===== src/rtl/pipeline_hazard_ctrl.sv =====
// Hazard and sequencing controller for the 5-stage RV32 pipeline.
// Generates same-cycle stall/flush/forward controls and holds the pipeline
// while a multi-cycle MDU operation sits in E, guarded by a watchdog.
//
// state    | meaning
// ---------+--------------------------------------------------------------
// RUN      | normal flow; load-use, redirect and MDU start are evaluated
// MDU_WAIT | multi-cycle MDU op holds E; wait for mdu_done or watchdog
module pipeline_hazard_ctrl #(
  parameter int MDU_TIMEOUT = 64,
  parameter int CNT_W       = 32
) (
  input  logic             clk_i,
  input  logic             rst_n_i,
  input  logic [4:0]       rs1_d_i,
  input  logic [4:0]       rs2_d_i,
  input  logic [4:0]       rs1_e_i,
  input  logic [4:0]       rs2_e_i,
  input  logic [4:0]       rd_e_i,
  input  logic [4:0]       rd_m_i,
  input  logic [4:0]       rd_w_i,
  input  logic             reg_write_m_i,
  input  logic             reg_write_w_i,
  input  logic             load_e_i,
  input  logic             pc_src_e_i,
  input  logic             mdu_start_e_i,
  input  logic             mdu_done_i,
  output logic             stall_f_o,
  output logic             stall_d_o,
  output logic             stall_e_o,
  output logic             flush_d_o,
  output logic             flush_e_o,
  output logic             flush_m_o,
  output logic [1:0]       forward_a_e_o,
  output logic [1:0]       forward_b_e_o,
  output logic             mdu_timeout_o,
  output logic [CNT_W-1:0] stall_cnt_o
);

  localparam int WCNT_W = $clog2(MDU_TIMEOUT);
  localparam logic [WCNT_W-1:0] WCNT_LAST = WCNT_W'(MDU_TIMEOUT - 1);

  localparam logic [1:0] FWD_RF = 2'b00;
  localparam logic [1:0] FWD_W  = 2'b01;
  localparam logic [1:0] FWD_M  = 2'b10;

  typedef enum logic {
    RUN      = 1'b0,
    MDU_WAIT = 1'b1
  } state_t;

  state_t             state_q, state_d;
  logic [WCNT_W-1:0]  wcnt_q, wcnt_d;
  logic               timeout_q, timeout_d;
  logic [CNT_W-1:0]   stall_cnt_q;

  logic lwstall;
  logic mdustall;
  logic timeout_hit;

  // Forward source for one E operand; M is newer than W so it wins, x0 never forwards.
  function automatic logic [1:0] fwd_sel(
    input logic [4:0] rs,
    input logic [4:0] rd_m,
    input logic       we_m,
    input logic [4:0] rd_w,
    input logic       we_w
  );
    logic [1:0] sel;
    sel = FWD_RF;
    if (we_m && (rd_m != 5'd0) && (rd_m == rs)) begin
      sel = FWD_M;
    end else if (we_w && (rd_w != 5'd0) && (rd_w == rs)) begin
      sel = FWD_W;
    end
    return sel;
  endfunction

  // Hazard terms shared by the output decode and the FSM.
  always_comb begin
    lwstall     = load_e_i && (rd_e_i != 5'd0) &&
                  ((rd_e_i == rs1_d_i) || (rd_e_i == rs2_d_i));
    timeout_hit = (state_q == MDU_WAIT) && (wcnt_q == WCNT_LAST);
    mdustall    = ((state_q == RUN) && mdu_start_e_i && !mdu_done_i) ||
                  ((state_q == MDU_WAIT) && !mdu_done_i && !timeout_hit);
  end

  // Prioritised stall/flush/forward decode; reset forces bubbles everywhere.
  always_comb begin
    stall_f_o     = 1'b0;
    stall_d_o     = 1'b0;
    stall_e_o     = 1'b0;
    flush_d_o     = 1'b0;
    flush_e_o     = 1'b0;
    flush_m_o     = 1'b0;
    forward_a_e_o = FWD_RF;
    forward_b_e_o = FWD_RF;
    if (!rst_n_i) begin
      flush_d_o = 1'b1;
      flush_e_o = 1'b1;
      flush_m_o = 1'b1;
    end else begin
      forward_a_e_o = fwd_sel(rs1_e_i, rd_m_i, reg_write_m_i, rd_w_i, reg_write_w_i);
      forward_b_e_o = fwd_sel(rs2_e_i, rd_m_i, reg_write_m_i, rd_w_i, reg_write_w_i);
      if (mdustall) begin
        // The whole front end freezes; E is held so M gets a bubble.
        stall_f_o = 1'b1;
        stall_d_o = 1'b1;
        stall_e_o = 1'b1;
        flush_m_o = 1'b1;
      end else if (pc_src_e_i) begin
        // Wrong-path instructions in F/D and D/E are squashed, so a load-use
        // stall on them would be pointless.
        flush_d_o = 1'b1;
        flush_e_o = 1'b1;
      end else if (lwstall) begin
        stall_f_o = 1'b1;
        stall_d_o = 1'b1;
        flush_e_o = 1'b1;
      end
    end
  end

  // Next-state logic for the MDU hold and its watchdog.
  always_comb begin
    state_d   = state_q;
    wcnt_d    = wcnt_q;
    timeout_d = timeout_q;
    case (state_q)
      RUN: begin
        if (mdu_start_e_i && !mdu_done_i) begin
          state_d = MDU_WAIT;
          wcnt_d  = '0;
        end
      end
      MDU_WAIT: begin
        if (mdu_done_i) begin
          state_d = RUN;
        end else if (timeout_hit) begin
          // Give up on the MDU: let E advance with whatever it has and flag it.
          state_d   = RUN;
          timeout_d = 1'b1;
        end else begin
          wcnt_d = wcnt_q + 1'b1;
        end
      end
      default: state_d = RUN;
    endcase
  end

  // FSM, wait counter and sticky watchdog flag.
  always_ff @(posedge clk_i or negedge rst_n_i) begin
    if (!rst_n_i) begin
      state_q   <= RUN;
      wcnt_q    <= '0;
      timeout_q <= 1'b0;
    end else begin
      state_q   <= state_d;
      wcnt_q    <= wcnt_d;
      timeout_q <= timeout_d;
    end
  end

  // Saturating count of cycles in which fetch was held.
  always_ff @(posedge clk_i or negedge rst_n_i) begin
    if (!rst_n_i) begin
      stall_cnt_q <= '0;
    end else if (stall_f_o && (stall_cnt_q != {CNT_W{1'b1}})) begin
      stall_cnt_q <= stall_cnt_q + 1'b1;
    end
  end

  assign mdu_timeout_o = timeout_q;
  assign stall_cnt_o   = stall_cnt_q;

endmodule


===== config.mk =====
export PLATFORM = sky130hd
export DESIGN_NAME = pipeline_hazard_ctrl
export DESIGN_NICKNAME = d
export VERILOG_FILES = /design/src/rtl/pipeline_hazard_ctrl.sv
export SDC_FILE = /design/constraint.sdc
export NUM_CORES = 1
export LEC_CHECK = 0
export ABC_AREA = 1
export CAP_MARGIN = 20
export CORE_ASPECT_RATIO = 1.2
export CORE_UTILIZATION = 34
export DETAILED_ROUTE_END_ITERATION = 10
export GPL_ROUTABILITY_DRIVEN = 0
export SLEW_MARGIN = 20
export SYNTH_ARGS = -nofsm -noshare
export SYNTH_HDL_FRONTEND = slang
export SYNTH_SLANG_ARGS = --single-unit

===== constraint.sdc =====
create_clock -name clk_i -period 2.5 [get_ports clk_i]
set_input_delay 0.5 -clock clk_i [delete_from_list [all_inputs] [get_ports clk_i]]
set_output_delay 0.5 -clock clk_i [all_outputs]
set_load 0.1 [all_outputs]

==> impl_metrics.csv <==
group,metric,value,unit
sta,fin_crit_sh,0.9808,
final_layout,syn_to_final_growth,40.74,%
logic_synthesis,synth_most_common_cell,"nand2_1",
sta,setup_tns,0,ps
global_routing,grt_pass1_vias,3168,
sta,maxSlewHeadroom,0.7451,
global_routing,grtUsageMet1,0.2565,
worst_setup_path,path_buf_inv,2,
routing,routed_via_density,4.807,
routing,drtIter0Drc,121,
sta,rsz0062_at_grt,"yes",
logic_synthesis,synth_area_leader_cell,"dfrtp_1",
sta,min_period,2452,ps
logic_synthesis,synth_edf_count,0,
place,dp_hpwl,7.173,mm
logic_synthesis,ys_top_cells_by_area,"dfrtp_1, nand2_1, xor2_1",
final_layout,drive_gt1_frac,0.1673,
worst_setup_path,path_delay_family,"buffers and inverters",
routing,wl_per_cell,12.99,um
logic_synthesis,synth_flop_cell,"dfrtp_1",
power,netSwitchingFraction,0.3877,
logic_synthesis,syn-cell-area,0.003095,sq mm
sta,worst_slack,47.93,ps
worst_setup_path,cp_slowest_cell,"clkdlybuf4s50_1",
worst_setup_path,rrSetupSlack,340,ps
global_routing,use_met2,0.3228,
sta,hold_viol,0,
clocking,cts_root_buf,"clkbuf_8",
die,die_x,89.11,um
logic_synthesis,synth_commonest_cells,"nand2_1, nor2_1, inv_1",
sta,fmaxAchievable,407.8,MHz
logic_synthesis,syn-instance-count,471,
clocking,postCtsHoldBufs,0,
sta,fin_worst_skew,8.450,ps
logic_synthesis,yosys_warnings,0,
logic_synthesis,ys_ff_latch,40,
clocking,cts_tree,"done",
power,pwr_density_cell,464.0,mW/mm^2
place,dpl_cell_area,0.004133,sq mm
logic_synthesis,synth.avg_cell_area,6.572,sq um
worst_setup_path,cp.arrival,1950,ps
die,core.rowCount,37,
place,numPortBuffers,85,
worst_setup_path,path_class,"input pin to output port",
power,combPwrFrac,0.367,
clocking,clk_path_buf_depth,2,
sta,worst_pin_slew,381.0,ps
routing,ant_nets,0,
die,pin_count,86,
worst_setup_path,path_cells,"clkdlybuf4s50_1 > xor2_1 > nor4_2 > nand3_1 > nor2_2 > buf_12",
worst_setup_path,required,2000,ps
power,clockPowerShare,0.255,
die,core_area,0.008703,sq mm
clocking,clk_latency,290,ps
power,internal_power,1.238,mW
power,power.switching,0.7838,mW
final_layout,design_area,0.004357,sq mm
global_routing,grt_pass1_wl,14.74,mm
power,ir_worst_vdd,0.2894,mV
worst_setup_path,cp-start-kind,"input pin",
worst_setup_path,critPathMaxStageDelay,460,ps
logic_synthesis,syn_nets,516,
hold_path,min_path_type,"input pin to asynchronous set/reset pin",
die,fp.dieArea,0.009492,sq mm
global_routing,track_usage,0.1981,
logic_synthesis,yosysTopAreaCellShare,0.3234,
worst_setup_path,cp-end-kind,"output port",
routing,wl,8.900,mm
logic_synthesis,yosysSeqAreaShare,0.3234,
logic_synthesis,async_flop_share,1.000,
global_routing,grt.met3_usage,0.03183,
routing,drt_first_pass_iters,4,
clocking,htree_levels,2,
clocking,clkSinkCount,40,
worst_setup_path,reg2reg_to,"stall_cnt_o[3]$_DFFE_PN0P_",
flow_run,max_cap_viol_count,0,
worst_setup_path,reg2reg_depth,11,
sta,setup_viol,0,
die,die_y,106.5,um
place,post-place-ws,-36.50,ps
final_layout,antenna_cells,0,
power,p_leak,2.182,nW
die,start_util,0.3557,
routing,drc,0,
global_routing,grt_max_degree,31,
clocking,cts-buffers-inserted,5,
clocking,clk_pin_slew,80,ps
global_routing,antenna_found_initial,0,
global_routing,grt-ovfl-total,0,
global_routing,busiest_layer,"met2",
logic_synthesis,synth.distinct_cells,31,
worst_setup_path,rr_startpoint,"stall_cnt_o[0]$_DFFE_PN0P_",
final_layout,layout.nets,612,
sta,final_max_slew_viol_count,0,
run_status,outcome,"completed",
routing,vias,3293,
power,seqPwrFrac,0.378,
worst_setup_path,critPathMaxFanout,3,
state kept, by name (all words and copies together) (netlist names):
| signal | cells |
|---|---|
| stall_cnt_o | 32 |
| state_q | 1 |
| mdu_timeout_o | 1 |
| wcnt_q | 6 |
cells by family after synthesis:
logic type / Yosys count / share of synthesized area
AO/OA/AOI/OAI: 13 / 0.02910
AND/OR/NAND/NOR: 311 / 0.4276
flip-flops: 40 / 0.3234
XOR/XNOR: 45 / 0.1273
buffers and inverters: 60 / 0.08448
adder cells (fa/ha/maj): 2 / 0.008083
cell type report:
class	instances	area (sq um)
Tap cell	117	146.4
Fill cell	922	4347
Multi-Input combinational cell	371	1923
Inverter	49	185.2
Clock inverter	2	35.03
Clock buffer	6	72.57
Timing Repair Buffer	100	993.5
Sequential cell	40	1001
routing by layer:
layer  share of wire  vias to the layer above  routed length, um
met5               0                        -                  0
met4           0.036                        0                317
met3           0.033                       23                297
met2            0.49                       88               4387
met1            0.44                     1510               3898
li1                -                     1672                  -
power by group through the flow:
stage | clock, mW | sequential, mW | combinational, mW
after global placement | 0 | 0.773 | 0.706
after floorplan | 0 | 0.979 | 0.267
final | 0.516 | 0.764 | 0.741
after detailed placement | 0 | 0.775 | 0.715
after global routing | 0.570 | 0.772 | 0.796
after CTS | 0.538 | 0.763 | 0.719
repair_timing:
item                                    4_1_cts  5_1_grt
endpoints found under the setup margin        2        9
resized for setup                             2       23
pin swaps                                     0       12
buffers inserted                              0        4
worst register-to-register path, stage by stage (launching register included):
cell      delay [ps]
dfrtp_1          420
ha_1             210
clkinv_1         130
nor2_4           150
nand2_2          110
clkinv_2          90
nand2_2           60
nor2_4           140
nand2_2          240
nand2_4          370
nand2_1          100
nand2_1           70
how the worst max path moves through the flow:
stage | start | to | slack (ps) | cells past startpoint
detailed placement | rd_e_i[1] | stall_cnt_o[27]$_DFFE_PN0P_ | -40 | 13
global placement | rd_m_i[2] | forward_b_e_o[0] | 4 | 8
floorplan | wcnt_q[0]$_DFFE_PN0P_ | flush_e_o | -180 | 7
CTS | rd_w_i[0] | forward_a_e_o[0] | 20 | 7
finish | rd_w_i[3] | forward_a_e_o[0] | 50 | 6
global route | wcnt_q[0]$_DFFE_PN0P_ | flush_e_o | -70 | 8
placed cells by master (no fill, tap or decap), types with 3 or more instances in the layout:
cell / netlist / final
clkdlybuf4s50_1: 0 / 34
nor3_1: 12 / 12
dfrtp_1: 40 / 40
nor2_4: 2 / 4
inv_2: 1 / 3
nor2_1: 56 / 49
nor2_2: 0 / 5
o31ai_1: 3 / 3
xnor2_1: 17 / 17
inv_1: 46 / 44
nand2_1: 173 / 170
nand3_1: 45 / 44
buf_12: 0 / 10
clkbuf_8: 0 / 5
dlymetal6s2s_1: 0 / 7
buf_4: 1 / 48
nand2_2: 4 / 6
nand3b_1: 5 / 5
xor2_1: 28 / 28
nand4_1: 7 / 7
stage by stage:
| step | hold WS (ps) | power [mW] | instances | utilization |
|---|---|---|---|---|
| floorplan | 204.4 | 1.246 | 471 | - |
| global placement | 461.8 | 1.480 | 673 | 0.4748 |
| detailed placement | 478.7 | 1.491 | 673 | 0.4748 |
| CTS | 261.0 | 2.020 | 681 | 0.4881 |
| global route | 303.0 | 2.138 | 685 | 0.5006 |
| finish | 283.9 | 2.022 | 685 | 0.5006 |
(Power assumes the default switching activity.)
